File: config.mk
export PLATFORM = sky130hd
export DESIGN_NAME = dpram_matrix_reader
export DESIGN_NICKNAME = d
export VERILOG_FILES = /design/src/rtl/dpram_rd_pkg.sv /design/src/rtl/rd_skid_fifo.sv /design/src/rtl/dpram_matrix_reader.sv
export SDC_FILE = /design/constraint.sdc
export NUM_CORES = 1
export LEC_CHECK = 0
export BUFFER_PORTS_ARGS = -buffer_cell sky130_fd_sc_hd__buf_2
export CORE_MARGIN = 8
export CORE_UTILIZATION = 45
export CTS_BUF_LIST = sky130_fd_sc_hd__clkbuf_4 sky130_fd_sc_hd__clkbuf_8
export DETAILED_ROUTE_END_ITERATION = 10
export PLACE_DENSITY = 0.73
export SETUP_SLACK_MARGIN = 0.05
export SYNTH_ARGS = -nofsm -noshare
export SYNTH_HDL_FRONTEND = slang
export SYNTH_SLANG_ARGS = --single-unit
File: constraint.sdc
create_clock -name clk -period 2.6 [get_ports clk]
set_input_delay 0.26 -clock clk [delete_from_list [all_inputs] [get_ports clk]]
set_output_delay 0.26 -clock clk [all_outputs]
set_load 0.03 [all_outputs]
File: src/rtl/dpram_rd_pkg.sv
// Shared types and constants for the dual-port RAM matrix reader.
package dpram_rd_pkg;

    typedef enum logic [1:0] {
        IDLE  = 2'd0,
        RUN   = 2'd1,
        DRAIN = 2'd2
    } rd_state_t;

    localparam int FIFO_DEPTH = 2;
    localparam int PTR_W      = $clog2(FIFO_DEPTH);
    localparam int CNT_W      = $clog2(FIFO_DEPTH + 1);

endpackage

File: src/rtl/rd_skid_fifo.sv
// Two-entry skid FIFO holding {last, data} beats returned by the RAM.
module rd_skid_fifo
    import dpram_rd_pkg::*;
#(
    parameter int W = 17
) (
    input  logic             clk,
    input  logic             rst_n,
    input  logic             push,
    input  logic             pop,
    input  logic [W-1:0]     din,
    output logic [W-1:0]     dout,
    output logic [CNT_W-1:0] count
);

    logic [W-1:0]     mem_q [FIFO_DEPTH];
    logic [PTR_W-1:0] wr_ptr_q;
    logic [PTR_W-1:0] rd_ptr_q;
    logic [CNT_W-1:0] count_q;

    always_ff @(posedge clk or negedge rst_n) begin
        if (!rst_n) begin
            for (int i = 0; i < FIFO_DEPTH; i++) begin
                mem_q[i] <= '0;
            end
            wr_ptr_q <= '0;
            rd_ptr_q <= '0;
            count_q  <= '0;
        end else begin
            if (push) begin
                mem_q[wr_ptr_q] <= din;
                wr_ptr_q        <= wr_ptr_q + PTR_W'(1);
            end
            if (pop) begin
                rd_ptr_q <= rd_ptr_q + PTR_W'(1);
            end
            count_q <= count_q + CNT_W'(push) - CNT_W'(pop);
        end
    end

    assign dout  = mem_q[rd_ptr_q];
    assign count = count_q;

endmodule

File: src/rtl/dpram_matrix_reader.sv
// Walks a rows x cols matrix in a dual-port RAM and streams it out as valid/ready beats.
// Define DPRAM_RD_TRANSPOSE_EN to add the transpose port for a column-major walk.
module dpram_matrix_reader
    import dpram_rd_pkg::*;
#(
    parameter int DATA = 16,
    parameter int ADDR = 5,
    parameter int DIM  = 3
) (
    input  logic            clk,
    input  logic            rst_n,
    input  logic            start,
    input  logic [ADDR-1:0] base,
    input  logic [DIM-1:0]  rows_m1,
    input  logic [DIM-1:0]  cols_m1,
`ifdef DPRAM_RD_TRANSPOSE_EN
    input  logic            transpose,
`endif
    output logic            busy,
    output logic            done,
    output logic [ADDR-1:0] ram_addr,
    output logic            ram_we,
    output logic [DATA-1:0] ram_din,
    input  logic [DATA-1:0] ram_dout,
    output logic            m_valid,
    input  logic            m_ready,
    output logic [DATA-1:0] m_data,
    output logic            m_last
);

    rd_state_t       state_q;
    logic [ADDR-1:0] addr_q;
    logic [DIM-1:0]  rows_q, cols_q;
    logic [DIM-1:0]  r_q, c_q;
    logic            inflight_q;
    logic            last_inflight_q;
    logic            done_q;
`ifdef DPRAM_RD_TRANSPOSE_EN
    logic            transpose_q;
    logic [ADDR-1:0] col_base_q;
    logic [ADDR-1:0] stride;
    assign stride = ADDR'(cols_q) + ADDR'(1);
`endif

    logic [CNT_W-1:0] fifo_count;
    logic [DATA:0]    fifo_head;
    logic [CNT_W:0]   occ;
    logic             pop, issue, is_final;

    // Occupancy counts the read already in flight so the FIFO can never overflow.
    assign pop      = m_valid & m_ready;
    assign occ      = (CNT_W+1)'(fifo_count) + (CNT_W+1)'(inflight_q) - (CNT_W+1)'(pop);
    assign issue    = (state_q == RUN) && (occ < (CNT_W+1)'(FIFO_DEPTH));
    assign is_final = (r_q == rows_q) && (c_q == cols_q);

    always_ff @(posedge clk or negedge rst_n) begin
        if (!rst_n) begin
            state_q         <= IDLE;
            addr_q          <= '0;
            rows_q          <= '0;
            cols_q          <= '0;
            r_q             <= '0;
            c_q             <= '0;
            inflight_q      <= 1'b0;
            last_inflight_q <= 1'b0;
            done_q          <= 1'b0;
`ifdef DPRAM_RD_TRANSPOSE_EN
            transpose_q     <= 1'b0;
            col_base_q      <= '0;
`endif
        end else begin
            done_q     <= 1'b0;
            inflight_q <= issue;
            if (issue) begin
                last_inflight_q <= is_final;
            end
            case (state_q)
                IDLE: begin
                    if (start) begin
                        state_q <= RUN;
                        addr_q  <= base;
                        rows_q  <= rows_m1;
                        cols_q  <= cols_m1;
                        r_q     <= '0;
                        c_q     <= '0;
`ifdef DPRAM_RD_TRANSPOSE_EN
                        transpose_q <= transpose;
                        col_base_q  <= base;
`endif
                    end
                end
                RUN: begin
                    if (issue) begin
`ifdef DPRAM_RD_TRANSPOSE_EN
                        if (transpose_q) begin
                            if (r_q == rows_q) begin
                                r_q        <= '0;
                                c_q        <= c_q + DIM'(1);
                                addr_q     <= col_base_q + ADDR'(1);
                                col_base_q <= col_base_q + ADDR'(1);
                            end else begin
                                r_q    <= r_q + DIM'(1);
                                addr_q <= addr_q + stride;
                            end
                        end else
`endif
                        begin
                            addr_q <= addr_q + ADDR'(1);
                            if (c_q == cols_q) begin
                                c_q <= '0;
                                r_q <= r_q + DIM'(1);
                            end else begin
                                c_q <= c_q + DIM'(1);
                            end
                        end
                        if (is_final) begin
                            state_q <= DRAIN;
                        end
                    end
                end
                DRAIN: begin
                    if (pop && m_last) begin
                        state_q <= IDLE;
                        done_q  <= 1'b1;
                    end
                end
                default: state_q <= IDLE;
            endcase
        end
    end

    rd_skid_fifo #(
        .W(DATA + 1)
    ) u_fifo (
        .clk   (clk),
        .rst_n (rst_n),
        .push  (inflight_q),
        .pop   (pop),
        .din   ({last_inflight_q, ram_dout}),
        .dout  (fifo_head),
        .count (fifo_count)
    );

    assign busy     = (state_q != IDLE);
    assign done     = done_q;
    assign ram_addr = addr_q;
    assign ram_we   = 1'b0;
    assign ram_din  = '0;
    assign m_valid  = (fifo_count != '0);
    assign m_data   = fifo_head[DATA-1:0];
    assign m_last   = m_valid & fifo_head[DATA];

endmodule

**After elaboration in Yosys (flattened, before gate mapping)**

Index checks and enable logic that the tools add are counted.

- Bits in registers: 60
- Input bits: 31
- Word-level logic and storage cells: 75

- Add/subtract/negate cells: 9
- Magnitude comparators: 4
- Equality and inequality tests: 9
- Mux-type cells: 23
- Bitwise logic cells: 4
- Reductions and logical operators: 12

Operators with widths:

| operator | number |
|---|---|
| $mux 17 | 4 |
| $bwmux 34 | 1 |
| $demux 17 s1 | 1 |
| $mux 3 | 5 |
| $pmux 3 s2 | 2 |
| $mux 5 | 2 |
| $pmux 5 s2 | 1 |
| $mux 2 | 4 |
| $ne 2x2->1 const B | 4 |
| $reduce_and 4->1 | 2 |
| $add 3x1->3 const B | 2 |
| $eq 3x3->1 | 2 |
| $pmux 2 s3 | 1 |
| $reduce_bool 2->1 | 3 |
| $add 5x1->5 const B | 1 |
| $ge 2x2->1 const B | 2 |
| $logic_and 1x1->1 | 4 |
| $not 1->2 | 2 |
| $add 2x1->3 | 1 |
| $lt 3x2->1 const B | 1 |
| $reduce_and 3->1 | 1 |
| $sub 3x1->3 | 1 |
| $add 1x1->1 const B | 2 |
| $add 2x1->2 | 1 |
| other kinds (9) | 11 |

**Longest topological paths before layout**

Gate-level depths: netlist (run 1).

- Depth in word-level cells: 8
- Depth in mapped cells: 10
- Depth with buffers taken out: 9

**Hierarchy**

Synthesis (run 1) repeated with hierarchy kept, for this count alone.

- Cells, all modules: 248
- Area total of the unflattened synthesis: 2994.1 µm²

Modules (own cells, without submodules):

| module | times used | cells an instance | area each (µm²) |
|---|---|---|---|
| rd_skid_fifo | 1 | 104 | 1697.9 |
| dpram_matrix_reader | 1 | 144 | 1296.2 |

**Worst setup path after synthesis (run 1)**

No wires, ideal clock.

- Path type: reg2reg
- Start point: register u_fifo.count_q[1], in the netlist u_fifo.count[1]
- End point: register last_inflight_q
- Arrival: 2.292 ns
- Data required time: 2.472 ns
- Path slack: 0.180 ns
- Stages on the path, launching flop included: 9
- Buffers on the path: 0
- Clock period less this slack: 2.420 ns
- Cells stage by stage: dfrtp_1 > o21a_1 > ha_1 > inv_1 > ha_1 > fa_1 > nor3b_1 > and2_1 > mux2_1

- Longest elaborated chain between the ends: 5
- Elaborated cells between the ends (all ways): 6

Ends and longest elaborated chain:

| what | RTL line | source |
|---|---|---|
| start, declared | rd_skid_fifo.sv:19 | `logic [CNT_W-1:0] count_q;` |
| start signal, assigned | rd_skid_fifo.sv:37 | `count_q <= count_q + CNT_W'(push) - CNT_W'(pop);` |
| $reduce_bool 2->1 | dpram_matrix_reader.sv:149 | `assign m_valid = (fifo_count != '0);` |
| $and 1x1->1 | dpram_matrix_reader.sv:51 | `assign pop = m_valid & m_ready;` |
| named net pop | dpram_matrix_reader.sv:48 | `logic pop, issue, is_final;` |
| $sub 3x1->3 | dpram_matrix_reader.sv:52 | `assign occ = (CNT_W+1)'(fifo_count) + (CNT_W+1)'(inflight_q) - (CNT_W+1)'(pop);` |
| named net occ[1] | dpram_matrix_reader.sv:47 | `logic [CNT_W:0] occ;` |
| $lt 3x2->1 | dpram_matrix_reader.sv:53 | `assign issue = (state_q == RUN) && (occ < (CNT_W+1)'(FIFO_DEPTH));` |
| $logic_and 1x1->1 | dpram_matrix_reader.sv:53 |  |
| named net issue | dpram_matrix_reader.sv:48 |  |
| end signal, assigned | dpram_matrix_reader.sv:75 | `last_inflight_q <= is_final;` |
| end, declared | dpram_matrix_reader.sv:36 | `logic last_inflight_q;` |

The timed path passes the listed nets, and every way through them passes these cells.
A chain may end at the register's enable or synchronous reset.

**Final worst setup path (run 1)**

- Start point: register u_fifo.count_q[1], in the netlist u_fifo.count[1]
- End point: register c_q[2]

- Longest elaborated chain between the ends: 7
- Elaborated cells between the ends (all ways): 8

Ends and longest elaborated chain:

| what | RTL line | source |
|---|---|---|
| $reduce_bool 2->1 | dpram_matrix_reader.sv:149 |  |
| $and 1x1->1 | dpram_matrix_reader.sv:51 |  |
| named net pop | dpram_matrix_reader.sv:48 |  |
| $sub 3x1->3 | dpram_matrix_reader.sv:52 |  |
| named net occ[1] | dpram_matrix_reader.sv:47 |  |
| $lt 3x2->1 | dpram_matrix_reader.sv:53 |  |
| $logic_and 1x1->1 | dpram_matrix_reader.sv:53 |  |
| $ne 2x2->1 (no source line) | n/a |  |
| $reduce_and 3->1 (no source line) | n/a |  |
| end signal, assigned | dpram_matrix_reader.sv:113 | `c_q <= c_q + DIM'(1);` |
| end, declared | dpram_matrix_reader.sv:34 | `logic [DIM-1:0] r_q, c_q;` |

The timed path passes the listed nets, and every way through them passes these cells.

==> results.yml, run 1 <==
layout:
  areaGrowthSynthToFinish_pct: 21.4
  n_fill_cell: 546
  mostFrequentLayoutCells: "60 x dfrtp_1, 55 x buf_2, 40 x mux2_2"
  fin_nets: 339
  layout_commonest_cell: "dfrtp_1"
  drive_above_1_share_pct: 44.0
  n_antenna_cell: 0
critical_path:
  cp.depth: 10
  criticalPathCategory: "reg -> reg"
  arrival_ns: 2.75
  cp_cell_sequence: "o21a_1, ha_1, inv_1, ha_2, fa_1, nor3b_2, a21o_1, buf_4, nand3_1, o2bb2ai_1"
  cpPeakStageDelay_ns: 0.50
  critPathTopFamily: "adder cells"
  required_ns: 2.85
  end_kind: "register"
  cp_slowest_cell: "fa_1"
  r2r_cells: 10
  crit_buf_inv: 2
  start_kind: "register"
  cp_max_fo: 4
placed_design:
  dp_slack_ns: 0.0109
  dpl.hpwl_mm: 4.19
  numPortBuffers: 55
  place.gp.congestion: 0.737
route:
  vias: 1922
  wl_mm: 5.71
  drc: 0
  ant_nets: 0
  dr.pass1.iters: 4
  wl_per_cell_um: 14.9
  via_per_inst: 5.01
  first_iter_violations: 44
worst_hold_path:
  hold_path_depth: 2
  hp-class: "in -> reg"
global_route:
  antenna_found_initial: 0
  grt_max_degree: 22
  grt_pass1_vias: 2158
  grt_first_pass_wirelength_mm: 10.0
  grt_use_total_pct: 12.9
  overflow: 0
outcome:
  status: "complete, no violations"
floorplanning:
  die-height_um: 96.7
  fp-row-count: 29
  die_x_um: 96.7
  start_util_pct: 46.4
  die_area_mm2: 0.00935
  ios: 73
  core_mm2: 0.00631
timing:
  hold_violations: 0
  finalSetupViolations: 0
  finalMaxSlewViolations: 0
  setup_slack_ns: 0.104
  rsz0062_at_grt: "yes"
  max_slew_margin_pct: 47.3
  worst-slew-pin-transition_ns: 0.789
  tns_ns: 0
  min_period_ns: 2.50
  skew_ns: 0.00321
  finalCritPeriodShare_pct: 96.0
  fmax_mhz: 401
synth:
  synth_top_area_cell: "dfrtp_1"
  yosys_most_used_dff: "dfrtp_1"
  synth_edf_count: 0
  yosysUniqueCellTypes: 38
  ys_warn_count: 0
  synth_area_leaders: "dfrtp_1 51%, mux2_2 15%, mux2_1 6.5%"
  yosysSeqAreaShare_pct: 51.2
  yosys.area.top_type_share_pct: 51.2
  ys_seq_elements: 60
  synth.avg_cell_area_um2: 12.5
  synth-async-reset-ratio_pct: 100
  syn_inst: 234
  syn_area_mm2: 0.00293
cts:
  cts_tree: "built"
  cts.htree.levels: 3
  clock_latency_ns: 0.32
  cts_buffers: 9
  clockBufferDepth: 2
  cts_root_buf: "clkbuf_8"
  cts_sinks: 60
  path_clk_slew_ns: 0.06
power_and_ir_drop:
  peakVddDrop_mv: 0.991
  leakagePower_nw: 1.71
  power_density_mw_per_mm2: 1470
flow_run:
  maxCapViolations: 0
cell families (layout without fill, tap and decap cells):
group	after synthesis	after routing	synth area share, %
other cells	1	17	0.128
buf+inv	30	87	6.40
simple gates	46	46	9.31
compound gates	23	23	4.82
mux	59	59	22.6
flops	60	60	51.2
xor+xnor	9	9	2.69
fa+ha+maj	6	6	2.82
repair_timing:
item                                    CTS  global route
endpoints found under the setup margin    8            11
buffers inserted                          0             4
pin swaps                                 0             5
resized for setup                         1             9
hold endpoints to repair                 19             0
hold buffers                              1             0
flip-flops by register name, summed over array words and instances (netlist names), 2 cells and up:
name          flops
c_q               3
rows_q            3
state_q           2
u_fifo.mem_q     34
ram_addr          5
cols_q            3
u_fifo.count      2
r_q               3
synth_stat cells, drive strengths merged, types with 2 or more instances:
cell and n:
nor2 2, a21o 2, o22ai 2, nand3 10
dfrtp 60, a21oi 9, inv 4, xor2 9
o21ai 4, nor2b 4, mux2i 2, nand2 14
mux2 57, clkbuf 2, ha 5, nor3b 3
nand4 2, nand2b 4, buf 24
metal layers:
| metal | global-route usage, % | share of wire (%) |
|---|---|---|
| met1 | 13.9 | 42 |
| met2 | 22.0 | 51 |
| met3 | 5.05 | 6.6 |
| met4 | 5.33 | 1.1 |
| met5 | 0 | 0 |
where the power goes:
group	internal (mW)	switching [mW]
registers	1.37	0.297
clock network	0.615	0.347
logic	1.15	1.46
total	3.14	2.11
stage by stage:
stage / utilization, % / hold slack [ns] / instance area [um^2] / total power, mW / instances
3_3_place_gp: 51.4 / 0.236 / 3240 / 4.07 / 363
6_report: 56.3 / 0.144 / 3560 / 5.24 / 384
4_1_cts: 55.4 / 0.130 / 3490 / 5.13 / 380
2_1_floorplan: - / -0.0356 / 2990 / 3.54 / 250
3_5_place_dp: 51.4 / 0.242 / 3240 / 4.14 / 363
5_1_grt: 56.3 / 0.124 / 3560 / 5.64 / 384
layout make-up:
type	count	area, um^2	area share [%]
clock inverter	4	70.1	1.97
multi-input combinational	160	1340	37.6
clock buffer	12	165	4.64
sequential	60	1500	42.2
tap	77	96.3	2.71
timing repair buffer	67	372	10.4
inverter	4	15.0	0.422
worst reg2reg max path, cell delays in order (launching register included):
cell and delay, ns:
dfrtp_1 0.39, o21a_1 0.21, ha_1 0.27, inv_1 0.04
ha_2 0.16, fa_1 0.50, nor3b_2 0.27, a21o_1 0.22
buf_4 0.13, nand3_1 0.10, o2bb2ai_1 0.15
path summary, 6_finish.rpt:
check / endpoint / startpoint / slack, ns
min in group asynchronous: u_fifo.mem_q[23] / rst_n / 0.41
worst min-delay path: cols_q[1] / cols_m1[1] / 0.14
worst max register to register: c_q[2] / u_fifo.count[1] / 0.10
max in group asynchronous: u_fifo.mem_q[12] / rst_n / 1.55
worst min register to register: u_fifo.mem_q[33] / u_fifo.mem_q[33] / 0.48
worst max-delay path: c_q[2] / u_fifo.count[1] / 0.10
No activity file was read; power rests on OpenSTA's default activity.
==> run 2: changes to the inputs <==
--- a/config.mk
+++ b/config.mk
@@ -7,10 +7,10 @@
 export LEC_CHECK = 0
 export BUFFER_PORTS_ARGS = -buffer_cell sky130_fd_sc_hd__buf_2
 export CORE_MARGIN = 8
-export CORE_UTILIZATION = 45
+export CORE_UTILIZATION = 30
 export CTS_BUF_LIST = sky130_fd_sc_hd__clkbuf_4 sky130_fd_sc_hd__clkbuf_8
 export DETAILED_ROUTE_END_ITERATION = 10
-export PLACE_DENSITY = 0.73
+export PLACE_DENSITY = 0.53
 export SETUP_SLACK_MARGIN = 0.05
 export SYNTH_ARGS = -nofsm -noshare
 export SYNTH_HDL_FRONTEND = slang
==> results.yml, run 2 (synthesized netlist as in run 1, its figures left out) <==
flow_run:
  maxCapViolations: 0
timing:
  min_period_ns: 2.47
  hold_violations: 0
  skew_ns: 0.00578
  worst-slew-pin-transition_ns: 0.890
  finalSetupViolations: 0
  finalCritPeriodShare_pct: 95.1
  max_slew_margin_pct: 40.7
  finalMaxSlewViolations: 0
  setup_slack_ns: 0.127
  rsz0062_at_grt: "no"
  fmax_mhz: 404
  tns_ns: 0
floorplanning:
  die-height_um: 115
  die_area_mm2: 0.0132
  start_util_pct: 30.4
  ios: 73
  fp-row-count: 36
  core_mm2: 0.00964
  die_x_um: 115
critical_path:
  reg2reg_to: "c_q[2]"
  end_kind: "register"
  r2r-start: "u_fifo.count[1]"
  criticalPathCategory: "reg -> reg"
  r2r_setup_slack_ns: 0.13
  arrival_ns: 2.69
  cp_max_fo: 4
  start_kind: "register"
  r2r_cells: 10
  required_ns: 2.81
layout:
  top_register: "u_fifo.mem_q"
  n_antenna_cell: 0
  final_area_mm2: 0.00362
  mostFrequentLayoutCells: "60 x dfrtp_1, 56 x buf_2, 40 x mux2_2"
  final_util_pct: 37.6
  largest_reg_flops: 34
  fin_nets: 339
  drive_above_1_share_pct: 44.3
  n_fill_cell: 990
  layout_commonest_cell: "dfrtp_1"
  areaGrowthSynthToFinish_pct: 23.6
route:
  drc: 0
  ant_nets: 0
  vias: 1927
  via_per_inst: 4.38
  first_iter_violations: 37
  wl_mm: 6.33
  dr.pass1.iters: 4
  wl_per_cell_um: 14.4
cts:
  cts_tree: "built"
  cts_sinks: 60
  cts_buffers: 9
  hold_buffers: 0
  path_clk_slew_ns: 0.07
  clock_latency_ns: 0.33
  cts_root_buf: "clkbuf_8"
  clockBufferDepth: 2
  cts.htree.levels: 3
global_route:
  grt_use_total_pct: 10.0
  overflow: 0
  antenna_found_initial: 0
  grt_max_degree: 41
  grt_first_pass_wirelength_mm: 10.3
  grt_pass1_vias: 2112
power_and_ir_drop:
  peakVddDrop_mv: 0.665
  fin_total_pwr_mw: 5.27
  power_density_mw_per_mm2: 1450
  leakagePower_nw: 1.70
placed_design:
  place.gp.congestion: 0.760
  dpl_cell_area_mm2: 0.00333
  numPortBuffers: 55
  dp_slack_ns: 0.0565
  dpl.hpwl_mm: 4.48
outcome:
  status: "complete, no violations"
worst_hold_path:
  hp-class: "in -> async"
[run 2: cell count changes in the layout (fill, tap and decap cells not counted), sizes merged]
cell         change
buf              +1
clkbuf           -2
clkinvlp         +2
dlygate4sd3      -1
[run 2: layout make-up]
class                           count  area (um^2)  share of cell area [%]
Multi-Input combinational cell    160         1350                    37.2
Sequential cell                    60         1500                    41.5
Timing Repair Buffer               67          370                    10.2
Inverter                            4         15.0                   0.415
Clock buffer                       10          131                    3.63
Tap cell                          133          166                    4.60
Clock inverter                      6         88.8                    2.45
[run 2: how the worst max path moves through the flow]
stage | start | slack (ns) | end
5_1_grt | u_fifo.count[0] | 0.01 | ram_addr[3]
4_1_cts | u_fifo.count[1] | 0.11 | ram_addr[0]
2_1_floorplan | u_fifo.count[1] | 0.18 | last_inflight_q
3_5_place_dp | u_fifo.count[1] | 0.06 | last_inflight_q
6_report | u_fifo.count[1] | 0.13 | c_q[2]
3_3_place_gp | u_fifo.count[1] | 0.09 | last_inflight_q
[run 2: power by group]
part / leakage [nW] / total [mW] / internal, mW / switching, mW
logic: 0.883 / 2.72 / 1.20 / 1.52
registers: 0.710 / 1.63 / 1.37 / 0.263
clock network: 0.106 / 0.920 / 0.550 / 0.370
total: 1.70 / 5.27 / 3.11 / 2.15
[run 2: layer usage]
metal	GRT usage, %	vias to the layer above	part of all wire [%]
met5	0	-	0
met1	11.5	950	43
met4	3.24	0	0.62
met3	3.89	4	6.5
met2	16.9	54	50
li1	-	919	-
[run 2: through the flow]
stage | hold slack [ns] | std cells
3_3_place_gp | 0.433 | 421
3_5_place_dp | 0.453 | 421
4_1_cts | 0.0765 | 437
2_1_floorplan | -0.0356 | 250
5_1_grt | 0.129 | 440
6_report | 0.0417 | 440
[run 2: critical path, stage by stage (launching register included)]
cell and delay [ns]:
dfrtp_1 0.39, o21a_1 0.21, ha_4 0.27, inv_2 0.03
ha_2 0.16, fa_2 0.45, nor3b_2 0.28, a21o_1 0.23
buf_6 0.13, o31ai_1 0.06, o2bb2ai_1 0.15
[run 2: timing repair]
| action | 4_1_cts | 5_1_grt |
|---|---|---|
| resized for setup | 1 | 10 |
| gates cloned | 0 | 1 |
| endpoints found under the setup margin | 1 | 12 |
| endpoints found under the hold margin | 0 | 0 |
| pin swaps | 0 | 2 |
| setup buffers | 0 | 2 |
==> run 3: changes to the inputs <==
--- a/config.mk
+++ b/config.mk
@@ -10,6 +10,7 @@
 export CORE_UTILIZATION = 30
 export CTS_BUF_LIST = sky130_fd_sc_hd__clkbuf_4 sky130_fd_sc_hd__clkbuf_8
 export DETAILED_ROUTE_END_ITERATION = 10
+export MAX_ROUTING_LAYER = met4
 export PLACE_DENSITY = 0.53
 export SETUP_SLACK_MARGIN = 0.05
 export SYNTH_ARGS = -nofsm -noshare
==> results.yml, run 3 (synthesized netlist as in run 1, its figures left out) <==
timing:
  max_slew_margin_pct: 40.7
  setup_slack_ns: 0.114
  min_period_ns: 2.49
  tns_ns: 0
  finalMaxSlewViolations: 0
  fmax_mhz: 402
  whs_ns: 0.0418
  skew_ns: 0.00578
  worst-slew-pin-transition_ns: 0.889
  hold_violations: 0
  finalSetupViolations: 0
  finalCritPeriodShare_pct: 95.6
  rsz0062_at_grt: "no"
floorplanning:
  die_x_um: 115
  die_area_mm2: 0.0132
  start_util_pct: 30.4
  core_mm2: 0.00964
  die-height_um: 115
  ios: 73
  fp-row-count: 36
route:
  drc: 0
  wl_mm: 6.32
  ant_nets: 0
  via_per_inst: 4.41
  dr.pass1.iters: 4
  vias: 1940
  first_iter_violations: 45
  wl_per_cell_um: 14.4
power_and_ir_drop:
  pwr-share-seq_pct: 31.0
  power_frac_comb_pct: 51.4
  clkPwrFrac_pct: 17.5
  peakVddDrop_mv: 0.665
  intPower_mw: 3.10
  netSwitchingPower_mw: 2.15
  switching_share_pct: 40.9
  leakagePower_nw: 1.70
  power_density_mw_per_mm2: 1450
critical_path:
  crit_buf_inv: 2
  reg2reg_to: "c_q[2]"
  end_kind: "register"
  cp_max_fo: 4
  r2r-start: "u_fifo.count[1]"
  required_ns: 2.81
  critPathTopFamily: "adder cells"
  arrival_ns: 2.70
  cp_slowest_cell: "fa_2"
  cpPeakStageDelay_ns: 0.45
  criticalPathCategory: "reg -> reg"
  r2r_setup_slack_ns: 0.11
  start_kind: "register"
  r2r_cells: 10
  cp_cell_sequence: "o21a_1, ha_4, inv_2, ha_2, fa_2, nor3b_2, a21o_1, buf_4, o31ai_1, o2bb2ai_1"
global_route:
  grt_pass1_vias: 2120
  antenna_found_initial: 0
  grt_max_degree: 41
  overflow: 0
  grt_first_pass_wirelength_mm: 10.3
  grt_use_total_pct: 10.3
placed_design:
  dpl.hpwl_mm: 4.48
  place.gp.congestion: 0.770
  dp_slack_ns: 0.0565
  numPortBuffers: 55
  dpl_cell_area_mm2: 0.00333
layout:
  fin_nets: 339
  final_util_pct: 37.5
  largest_reg_flops: 34
  mostFrequentLayoutCells: "60 x dfrtp_1, 56 x buf_2, 40 x mux2_2"
  final_area_mm2: 0.00362
  top_register: "u_fifo.mem_q"
  drive_above_1_share_pct: 44.3
  layout_commonest_cell: "dfrtp_1"
  n_antenna_cell: 0
  areaGrowthSynthToFinish_pct: 23.4
cts:
  path_clk_slew_ns: 0.07
  cts_root_buf: "clkbuf_8"
  hold_buffers: 0
  cts_tree: "built"
  cts.htree.levels: 3
  cts_sinks: 60
  cts_buffers: 9
  clockBufferDepth: 2
  clock_latency_ns: 0.33
flow_run:
  maxCapViolations: 0
outcome:
  status: "complete, no violations"
worst_hold_path:
  hp-class: "in -> async"
## run 3: per-layer routing
layer | vias to the layer above | GRT usage [%] | share of wire (%)
met3 | 6 | 3.36 | 6.1
met2 | 57 | 16.9 | 50
met4 | 0 | 3.24 | 0.84
met1 | 958 | 11.6 | 43
li1 | 919 | - | -
met5 | - | - | 0
## run 3: area by class of cell
cell class | count | area (um^2)
clock buffers | 10 | 131
multi-input cells | 160 | 1350
well taps | 133 | 166
inverters | 4 | 15.0
flip-flops and latches | 60 | 1500
fillers | 990 | 6020
repair buffers | 67 | 367
clock inverters | 6 | 88.8
## run 3: what timing repair did
item                       CTS  global route
pin swaps                    0             2
resized for setup            1             9
gates cloned                 0             1
setup endpoints to repair    1            12
buffers inserted             0             2
## run 3: power by group through the flow
stage	combinational [mW]	sequential [mW]	clock (mW)
2_1_floorplan	1.90	1.64	0
4_1_cts	2.56	1.64	0.965
3_3_place_gp	2.50	1.63	0
3_5_place_dp	2.54	1.65	0
6_report	2.70	1.63	0.919
5_1_grt	2.97	1.69	0.996
## run 3: worst max path at each step
stage	to	depth (start not counted)	startpoint	slack [ns]
floorplan	last_inflight_q	8	u_fifo.count[1]	0.18
global placement	last_inflight_q	8	u_fifo.count[1]	0.09
detailed placement	last_inflight_q	8	u_fifo.count[1]	0.06
CTS	ram_addr[0]	9	u_fifo.count[1]	0.11
global route	c_q[2]	10	u_fifo.count[0]	0.007
finish	c_q[2]	10	u_fifo.count[1]	0.11
## run 3: per-stage QoR
step	total power [mW]	cells
finish	5.25	440
CTS	5.16	437
floorplan	3.54	250
detailed placement	4.19	421
global placement	4.13	421
global route	5.65	440
## run 3: worst register-to-register path, cell delays in order (launching register included)
cell	delay, ns
dfrtp_1	0.39
o21a_1	0.22
ha_4	0.27
inv_2	0.03
ha_2	0.16
fa_2	0.45
nor3b_2	0.28
a21o_1	0.22
buf_4	0.15
o31ai_1	0.07
o2bb2ai_1	0.15
